===== src/rtl/altmemddr_burst_pipeline_bridge.sv =====
// Avalon-MM pipeline bridge between the system interconnect and the DDR controller port.
// Commands are queued in a show-ahead CMD FIFO; read data returns through a credit-gated RSP FIFO.
module altmemddr_burst_pipeline_bridge #(
    parameter int  DATA_W    = 32,
    parameter int  ADDR_W    = 24,
    parameter int  BURST_W   = 4,
    parameter int  CMD_DEPTH = 4,
    parameter int  RSP_DEPTH = 16,
    localparam int BE_W      = DATA_W / 8,
    localparam int BE_LOG    = $clog2(BE_W),
    localparam int CRED_W    = $clog2(RSP_DEPTH) + 1
) (
    input  logic                     slave_clk,
    input  logic                     slave_reset_n,
    input  logic [ADDR_W-1:0]        slave_address,
    input  logic [BE_W-1:0]          slave_byteenable,
    input  logic [BURST_W-1:0]       slave_burstcount,
    input  logic                     slave_read,
    input  logic                     slave_write,
    input  logic [DATA_W-1:0]        slave_writedata,
    output logic                     slave_waitrequest,
    output logic [DATA_W-1:0]        slave_readdata,
    output logic                     slave_readdatavalid,
    output logic [ADDR_W+BE_LOG-1:0] master_address,
    output logic [BE_W-1:0]          master_byteenable,
    output logic [BURST_W-1:0]       master_burstcount,
    output logic                     master_read,
    output logic                     master_write,
    output logic [DATA_W-1:0]        master_writedata,
    input  logic                     master_waitrequest,
    input  logic [DATA_W-1:0]        master_readdata,
    input  logic                     master_readdatavalid,
    output logic                     protocol_err,
    output logic                     rsp_overflow,
    output logic [CRED_W-1:0]        reads_reserved
);

    localparam int CMD_AW = $clog2(CMD_DEPTH);
    localparam int RSP_AW = $clog2(RSP_DEPTH);
    localparam int CMD_CW = CMD_AW + 1;
    localparam int RSP_CW = RSP_AW + 1;
    localparam int SUM_W  = CRED_W + 1;
    localparam logic [CMD_CW-1:0]  CMD_FULL = CMD_CW'(CMD_DEPTH);
    localparam logic [RSP_CW-1:0]  RSP_FULL = RSP_CW'(RSP_DEPTH);
    localparam logic [SUM_W-1:0]   CRED_MAX = SUM_W'(RSP_DEPTH);
    localparam logic [BURST_W-1:0] ONE_BEAT = BURST_W'(1);

    typedef struct packed {
        logic [DATA_W-1:0]  wdata;
        logic [ADDR_W-1:0]  addr;
        logic [BE_W-1:0]    be;
        logic [BURST_W-1:0] burst;
        logic               rd;
        logic               wr;
    } cmd_t;

    cmd_t               cmd_mem [CMD_DEPTH];
    cmd_t               cmd_in;
    cmd_t               cmd_head;
    logic [CMD_AW-1:0]  cmd_wr_ptr, cmd_rd_ptr;
    logic [CMD_CW-1:0]  cmd_count;
    logic               cmd_full, cmd_empty, cmd_push, cmd_pop;
    logic [BURST_W-1:0] wbeats_left;
    logic               bad_cmd;
    logic               rd_fits, rd_issue;

    logic [DATA_W-1:0]  rsp_mem [RSP_DEPTH];
    logic [RSP_AW-1:0]  rsp_wr_ptr, rsp_rd_ptr;
    logic [RSP_CW-1:0]  rsp_count;
    logic               rsp_full, rsp_empty, rsp_drop, rsp_push, rsp_pop;

    // ---------------- slave side / command queue ----------------
    assign cmd_full          = (cmd_count == CMD_FULL);
    assign cmd_empty         = (cmd_count == '0);
    assign slave_waitrequest = cmd_full;
    assign cmd_push          = (slave_read | slave_write) & ~cmd_full;

    // A simultaneous read+write becomes a write; a zero burst becomes a single beat.
    always_comb begin
        cmd_in.wdata = slave_writedata;
        cmd_in.addr  = slave_address;
        cmd_in.be    = slave_byteenable;
        cmd_in.burst = (slave_burstcount == '0) ? ONE_BEAT : slave_burstcount;
        cmd_in.rd    = slave_read & ~slave_write;
        cmd_in.wr    = slave_write;
    end

    assign bad_cmd = (slave_read & slave_write) | (slave_burstcount == '0) |
                     (slave_read & ~slave_write & (wbeats_left != '0));

    // NOTE: FIFO storage carries no reset; validity is tracked by the reset pointers and counts.
    always_ff @(posedge slave_clk) begin
        if (cmd_push) cmd_mem[cmd_wr_ptr] <= cmd_in;
        if (rsp_push) rsp_mem[rsp_wr_ptr] <= master_readdata;
    end

    always_ff @(posedge slave_clk or negedge slave_reset_n) begin
        if (!slave_reset_n) begin
            cmd_wr_ptr   <= '0;
            cmd_rd_ptr   <= '0;
            cmd_count    <= '0;
            wbeats_left  <= '0;
            protocol_err <= 1'b0;
        end else begin
            if (cmd_push) cmd_wr_ptr <= cmd_wr_ptr + CMD_AW'(1);
            if (cmd_pop)  cmd_rd_ptr <= cmd_rd_ptr + CMD_AW'(1);
            cmd_count <= cmd_count + CMD_CW'(cmd_push) - CMD_CW'(cmd_pop);
            if (cmd_push & slave_write)
                wbeats_left <= (wbeats_left == '0) ? cmd_in.burst - ONE_BEAT
                                                   : wbeats_left - ONE_BEAT;
            if (cmd_push & bad_cmd) protocol_err <= 1'b1;
        end
    end

    // ---------------- master side (show-ahead head) ----------------
    assign cmd_head          = cmd_mem[cmd_rd_ptr];
    assign rd_fits           = (SUM_W'(reads_reserved) + SUM_W'(cmd_head.burst)) <= CRED_MAX;
    assign master_write      = ~cmd_empty & cmd_head.wr;
    assign master_read       = ~cmd_empty & cmd_head.rd & rd_fits;
    assign master_address    = {cmd_head.addr, {BE_LOG{1'b0}}};
    assign master_byteenable = cmd_head.be;
    assign master_burstcount = cmd_head.burst;
    assign master_writedata  = cmd_head.wdata;
    assign rd_issue          = master_read & ~master_waitrequest;
    assign cmd_pop           = (master_read | master_write) & ~master_waitrequest;

    // ---------------- response queue and read credits ----------------
    assign rsp_full  = (rsp_count == RSP_FULL);
    assign rsp_empty = (rsp_count == '0);
    assign rsp_drop  = master_readdatavalid & (rsp_full | (reads_reserved == '0));
    assign rsp_push  = master_readdatavalid & ~rsp_drop;
    assign rsp_pop   = ~rsp_empty;

    always_ff @(posedge slave_clk or negedge slave_reset_n) begin
        if (!slave_reset_n) begin
            rsp_wr_ptr          <= '0;
            rsp_rd_ptr          <= '0;
            rsp_count           <= '0;
            reads_reserved      <= '0;
            rsp_overflow        <= 1'b0;
            slave_readdatavalid <= 1'b0;
            slave_readdata      <= '0;
        end else begin
            if (rsp_push) rsp_wr_ptr <= rsp_wr_ptr + RSP_AW'(1);
            if (rsp_pop)  rsp_rd_ptr <= rsp_rd_ptr + RSP_AW'(1);
            rsp_count <= rsp_count + RSP_CW'(rsp_push) - RSP_CW'(rsp_pop);
            // Credits cover both in-flight beats and beats parked in the RSP FIFO.
            reads_reserved <= reads_reserved
                              + (rd_issue ? CRED_W'(cmd_head.burst) : '0)
                              - CRED_W'(rsp_pop);
            if (rsp_drop) rsp_overflow <= 1'b1;
            slave_readdatavalid <= rsp_pop;
            if (rsp_pop) slave_readdata <= rsp_mem[rsp_rd_ptr];
        end
    end

endmodule


===== config.mk =====
export PLATFORM = sky130hd
export DESIGN_NAME = altmemddr_burst_pipeline_bridge
export DESIGN_NICKNAME = d
export VERILOG_FILES = /design/src/rtl/altmemddr_burst_pipeline_bridge.sv
export SDC_FILE = /design/constraint.sdc
export NUM_CORES = 1
export LEC_CHECK = 0
export BUFFER_PORTS_ARGS = -buffer_cell sky130_fd_sc_hd__buf_2
export CORE_MARGIN = 1.5
export CORE_UTILIZATION = 45
export DETAILED_ROUTE_END_ITERATION = 8
export GPL_ROUTABILITY_DRIVEN = 0
export PLACE_DENSITY = 0.67
export SLEW_MARGIN = 20
export SYNTH_ARGS = -nofsm -noshare
export SYNTH_HDL_FRONTEND = slang
export SYNTH_SLANG_ARGS = --single-unit

===== constraint.sdc =====
create_clock -name slave_clk -period 12.2 [get_ports slave_clk]
set_input_delay 0.61 -clock slave_clk [delete_from_list [all_inputs] [get_ports slave_clk]]
set_output_delay 0.61 -clock slave_clk [all_outputs]
set_load 0.01 [all_outputs]

Word level (Yosys, flattened, before mapping)
Memories as Yosys holds them, arrays and structs flattened. A register that Yosys moved wholly into a read port is not among the register bits.
Index checks and enable logic that the tools add are counted.
Cells by class
  $add $sub $neg: 13
  bitwise operators: 24
  reductions and logical operators: 8
  equality and inequality tests: 2
  muxes and demuxes: 7
  magnitude comparators: 1
Operator list (count)
  1-bit bitwise AND: 13
  4-bit 2-to-1 mux: 3
  5-bit zero test: 2
  5-bit by 1-bit subtractor with 5-bit output: 2
  4-bit by 1-bit adder with 4-bit output (second input constant): 2
  4-bit zero test: 2
  4-bit by 1-bit subtractor with 4-bit output (second input constant): 2
  5-bit by 4-bit adder with 6-bit output: 1
  6-bit by 5-bit <= comparator with 1-bit output (second input constant): 1
  1-bit NOT: 6
  5-bit by 1-bit adder with 5-bit output: 1
  5-bit by 4-bit adder with 5-bit output: 1
  5-bit equality test (second input constant): 1
  1-bit OR: 5
  2-bit by 1-bit adder with 2-bit output (second input constant): 2
  1-bit 2-to-1 mux: 4
  4-bit nonzero test: 1
  3-bit by 1-bit adder with 3-bit output: 1
  3-bit equality test (second input constant): 1
  3-bit zero test: 1
  3-bit by 1-bit subtractor with 3-bit output: 1
  1-bit zero test: 2
Storage, ports and cells
  memories: 2
  logic and storage cells: 68
  output and inout bits: 109
  RAM bits: 776
  register bits: 32
  input bits: 102
Memories
  rsp_mem: depth 16, bits a word 32, read ports 1, clocked after memory_dff 1, write ports 1, RTL line 67  | logic [DATA_W-1:0] rsp_mem [RSP_DEPTH];
  cmd_mem: depth 4, bits a word 66, read ports 1, clocked after memory_dff 0, write ports 1, RTL line 57  | cmd_t cmd_mem [CMD_DEPTH];

Logic depth before layout (Yosys ltp)
  depth in word-level cells: 8
  gate-level depth with buffers: 18
  mapped depth without buffers: 16

Worst setup path before layout
OpenSTA, ideal clock, no wires.
  path type: reg2reg
  start point: reg cmd_rd_ptr[0]
  end point: reg reads_reserved[4]
  data required time: 12.076 ns
  period minus slack after synthesis: 4.407 ns
  setup time: 0.124 ns
  arrival: 4.283 ns
  path buffers: 2
  slack: 7.793 ns
  stages on the path, launching flop included: 19
  path through: dfrtp_1 > clkbuf_1 > buf_2 > mux4_2 > ha_1 > fa_1 > xor2_1 > nor4b_1 > mux2i_1 > a21o_1 > nor2_1 > nand2_1 > ha_1 > inv_1 > ha_1 > fa_1 > a21o_1 > a21oi_1 > xnor2_1
On the way
  cells in the longest elaborated chain, start to end: 8
  elaborated cells between the ends (all ways): 9
  classes of those cells: add/sub (3); order compare (1); mux (1); bitwise (3); memory (1)
Ends and longest elaborated chain
  start: declaration: RTL line 60  | logic [CMD_AW-1:0] cmd_wr_ptr, cmd_rd_ptr;
  start signal: assignment: RTL line 106  | if (cmd_pop) cmd_rd_ptr <= cmd_rd_ptr + CMD_AW'(1);
  memory read 4 x 66 bit *
  via master_burstcount[0]: RTL line 26  | output logic [BURST_W-1:0] master_burstcount,
  5-bit by 4-bit adder with 6-bit output: RTL line 117  | assign rd_fits = (SUM_W'(reads_reserved) + SUM_W'(cmd_head.burst)) <= CRED_MAX;
  6-bit by 5-bit <= comparator with 1-bit output: RTL line 117
  1-bit bitwise AND: RTL line 119  | assign master_read = ~cmd_empty & cmd_head.rd & rd_fits;
  1-bit bitwise AND: RTL line 124  | assign rd_issue = master_read & ~master_waitrequest;
  4-bit 2-to-1 mux *: RTL line 149  | + (rd_issue ? CRED_W'(cmd_head.burst) : '0)
  5-bit by 4-bit adder with 5-bit output *: RTL line 149
  5-bit by 1-bit subtractor with 5-bit output *: RTL line 150  | - CRED_W'(rsp_pop);
  end signal: assignment: RTL line 148  | reads_reserved <= reads_reserved
  end: declaration: RTL line 35  | output logic [CRED_W-1:0] reads_reserved
Mark *: on every way through the listed nets, which the timed path passes. The rest lies on a longest branch.
A chain may end at the register's enable or synchronous reset.

Worst setup path after layout
  start point: reg cmd_rd_ptr[0]
  end point: reg reads_reserved[4]
On the way
  cells in the longest elaborated chain, start to end: 8
  elaborated cells between the ends (all ways): 9
  classes of those cells: add/sub (3); order compare (1); mux (1); bitwise (3); memory (1)
Ends and longest elaborated chain (RTL line)
  memory read 4 x 66 bit *
  5-bit by 4-bit adder with 6-bit output: 117
  6-bit by 5-bit <= comparator with 1-bit output: 117
  1-bit bitwise AND: 119
  1-bit bitwise AND: 124
  4-bit 2-to-1 mux *: 149
  5-bit by 4-bit adder with 5-bit output *: 149
  5-bit by 1-bit subtractor with 5-bit output *: 150
Mark *: on every way between the ends. The rest lies on a longest branch, timed or not.

==> results.cfg <==
[critical_path]
worstPathMaxFanout = 21
worst_setup_path_start_kind = flop
r2r_slack_ns = 7.49
critPathKind = flop to flop
endpoint_kind = flop
cp.required_ns = 12.74
cp.arrival_ns = 5.25

[power_and_ir_drop]
p_comb_frac = 0.283
power.share.clock = 0.282
power.switching_mw = 2.78
ir_drop_mv = 0.145
leakagePower_nw = 12.6
internal_power_mw = 6.53
netSwitchingFraction = 0.298
pwr-share-seq = 0.435
power_density_mw_per_mm2 = 251

[yosys]
synth_compound_area_frac = 0.00559
netlist_top_cells_area = edfxtp_1 (73%), mux4_2 (16%), dfrtp_1 (5.0%), nand2_1 (1.3%), ha_1 (1.2%)
synthTopCellsByCount = edfxtp_1 (776), mux4_2 (226), nand2_1 (113), dfrtp_1 (64)
yosysWarnings = 0
synth_mux_area_frac = 0.160
synth_cells = 1420
ys_seq_area_frac = 0.778
synth_edf_count = 776
ys_ff_latch = 840
synthAdderAreaFrac = 0.0142
synth_top_family_by_area = multiplexers
synth-simple-area-share = 0.0223
yosysTopAreaCell = edfxtp_1
ys_types = 39
synth-xor-area-share = 0.00574
synthFlopType = edfxtp_1
synth_top_area_frac = 0.728
synth_most_common_cell = edfxtp_1
netlist_area_mm2 = 0.0320
synth-async-reset-ratio = 0.0762
syn_avg_cell_area_um2 = 22.6

[die]
die_h_um = 270
die-area_mm2 = 0.0728
initial_utilization = 0.456
die_width_um = 270
core_mm2 = 0.0703
rows = 97
ioPinCount = 211

[grt]
grt_usage = 0.186
grt_pass1_wl_mm = 99.7
grt_pass1_vias = 15800
grt_max_degree = 70
grt_overflow = 0
antenna_found_initial = 7

[routing]
vias_per_cell = 5.51
via_count = 14900
wl_mm = 66.9
final_antenna_net_count = 0
wl_per_cell_um = 24.8
drt_iter0_markers = 1277
dr.pass1.iters = 5
drc = 0

[timing]
rsz0062_at_grt = no
finalCritPeriodShare = 0.386
setup_tns_ns = 0
worst_pin_slew_ns = 1.14
maxSlewHeadroom = 0.239
period_minus_slack_ns = 4.71
hold_viol_final = 0
clock.fmax_mhz = 212
final_max_slew_viol_count = 0
finClkSkew_ns = 0.0292
setup_viol = 0
setup_ws_ns = 7.49

[place]
dpl_worst_slack_ns = 7.43
place_hpwl_mm = 35.8
portBuffers = 208

[cts]
clock_sinks = 840
path_clk_slew_ns = 0.06
ctsHtreeMaxLevel = 3
clock_latency_ns = 0.64
cts-root-buf = clkbuf_16
numCtsBuffers = 85
cts_tree = built
cts-resized-gates = 0
clock_path_buffers = 3

[worst_hold_path]
hp-class = input port to flop

[finish]
drive_above_1_share = 0.355
area_growth_pct = 16.0
final_core_util = 0.528
nNetsFinal = 1815

[run_status]
status = finished, final reports clean

[flow_run]
cap_violations = 0
[power groups by stage]
| stage | Sequential (mW) | Clock (mW) | Combinational (mW) |
|---|---|---|---|
| floorplan | 3.96 | 0 | 1.95 |
| global placement | 4.09 | 0 | 2.63 |
| detailed placement | 4.12 | 0 | 2.69 |
| CTS | 4.06 | 2.69 | 2.70 |
| global route | 4.11 | 2.79 | 2.86 |
| finish | 4.05 | 2.63 | 2.63 |
[critical path, cell delays in order, from the launching register on]
cell and delay, ns:
dfrtp_4 0.69, mux4_2 0.62, ha_1 0.26, fa_1 0.42, xor2_1 0.20, nor4b_1 0.30
mux2i_1 0.13, a21o_1 0.22, nor2_1 0.23, nand2_1 0.09, ha_1 0.27, inv_1 0.05
ha_1 0.21, fa_1 0.46, a21o_1 0.19, a21oi_1 0.18, xnor2_1 0.13
[through the flow]
stage	cell area (um^2)	instances	total power, mW	hold slack [ns]
floorplan	32000	1421	5.91	0.314
global placement	34300	2531	6.72	0.448
detailed placement	34300	2531	6.80	0.451
CTS	37100	2691	9.45	0.151
global route	37100	2691	9.76	0.168
finish	37100	2694	9.31	0.191
[path summary, 6_finish.rpt]
| kind | endpoint | cells past startpoint | startpoint |
|---|---|---|---|
| setup / recovery | reads_reserved[4] | 16 | cmd_rd_ptr[0] |
| hold / removal | cmd_mem[0][25] | 1 | slave_address[15] |
| setup reg to reg | reads_reserved[4] | 16 | cmd_rd_ptr[0] |
| hold reg to reg | slave_readdata[31] | 2 | slave_readdata[31] |
| max in group asynchronous | cmd_rd_ptr[0] | 3 | slave_reset_n |
| min in group asynchronous | slave_readdata[6] | 2 | slave_reset_n |
[layer usage]
layer,GRT usage,wire length [um],up-vias
met4,0.0507,1420,12
met5,0,78,-
met3,0.0461,4870,111
met1,0.244,27200,7917
li1,-,-,6349
met2,0.309,33400,467
[flip-flops by register name (all words and copies together) (netlist names), 3 cells and up]
register        flops
cmd_mem           264
rsp_wr_ptr          4
slave_readdata     32
rsp_rd_ptr          4
reads_reserved      5
wbeats_left         4
rsp_count           5
rsp_mem           512
cmd_count           3
[logic make-up (layout without fill, tap and decap cells)]
family | after synthesis | in the layout
other | 1 | 5
DFF | 840 | 840
buffers and inverters | 99 | 429
AOI/OAI and AO/OA | 30 | 30
and+or+nand+nor | 167 | 167
adders and majority gates | 34 | 34
xor gates and xnor gates | 21 | 21
muxes | 228 | 228
[final cells by class]
class                           count  area (um^2)
Clock inverter                     58          621
Fill cell                        5384        33100
Tap cell                          940         1180
Clock buffer                      101         2240
Sequential cell                   840        24900
Antenna cell                        3         7.51
Multi-Input combinational cell    482         6780
Inverter                           32          120
Timing Repair Buffer              238         1270
[what timing repair did]
action	in CTS	in global routing
endpoints found under the hold margin	12	0
buffers inserted	0	0
hold buffers	1	0
[cell usage in the layout (no fill, tap or decap), drive strengths merged]
cell	count
mux4	226
o21bai	2
bufinv	10
nand2	113
nand3	2
clkinvlp	9
edfxtp	776
nand2b	4
nor2b	2
o21ai	5
mux2i	1
clkinv	33
and2	7
a21o	6
fa	4
ha	30
clkbuf	101
dlygate4sd3	1
a22o	1
a31oi	1
nor4	4
or3	1
xor2	7
conb	2
buf	237
nor2	21
diode	3
mux2	1
or2	1
inv	38
nor4bb	1
nor3	6
a21oi	14
a41oi	1
nand4	3
xnor2	14
nor4b	2
dfrtp	64
(Power assumes the default switching activity.)
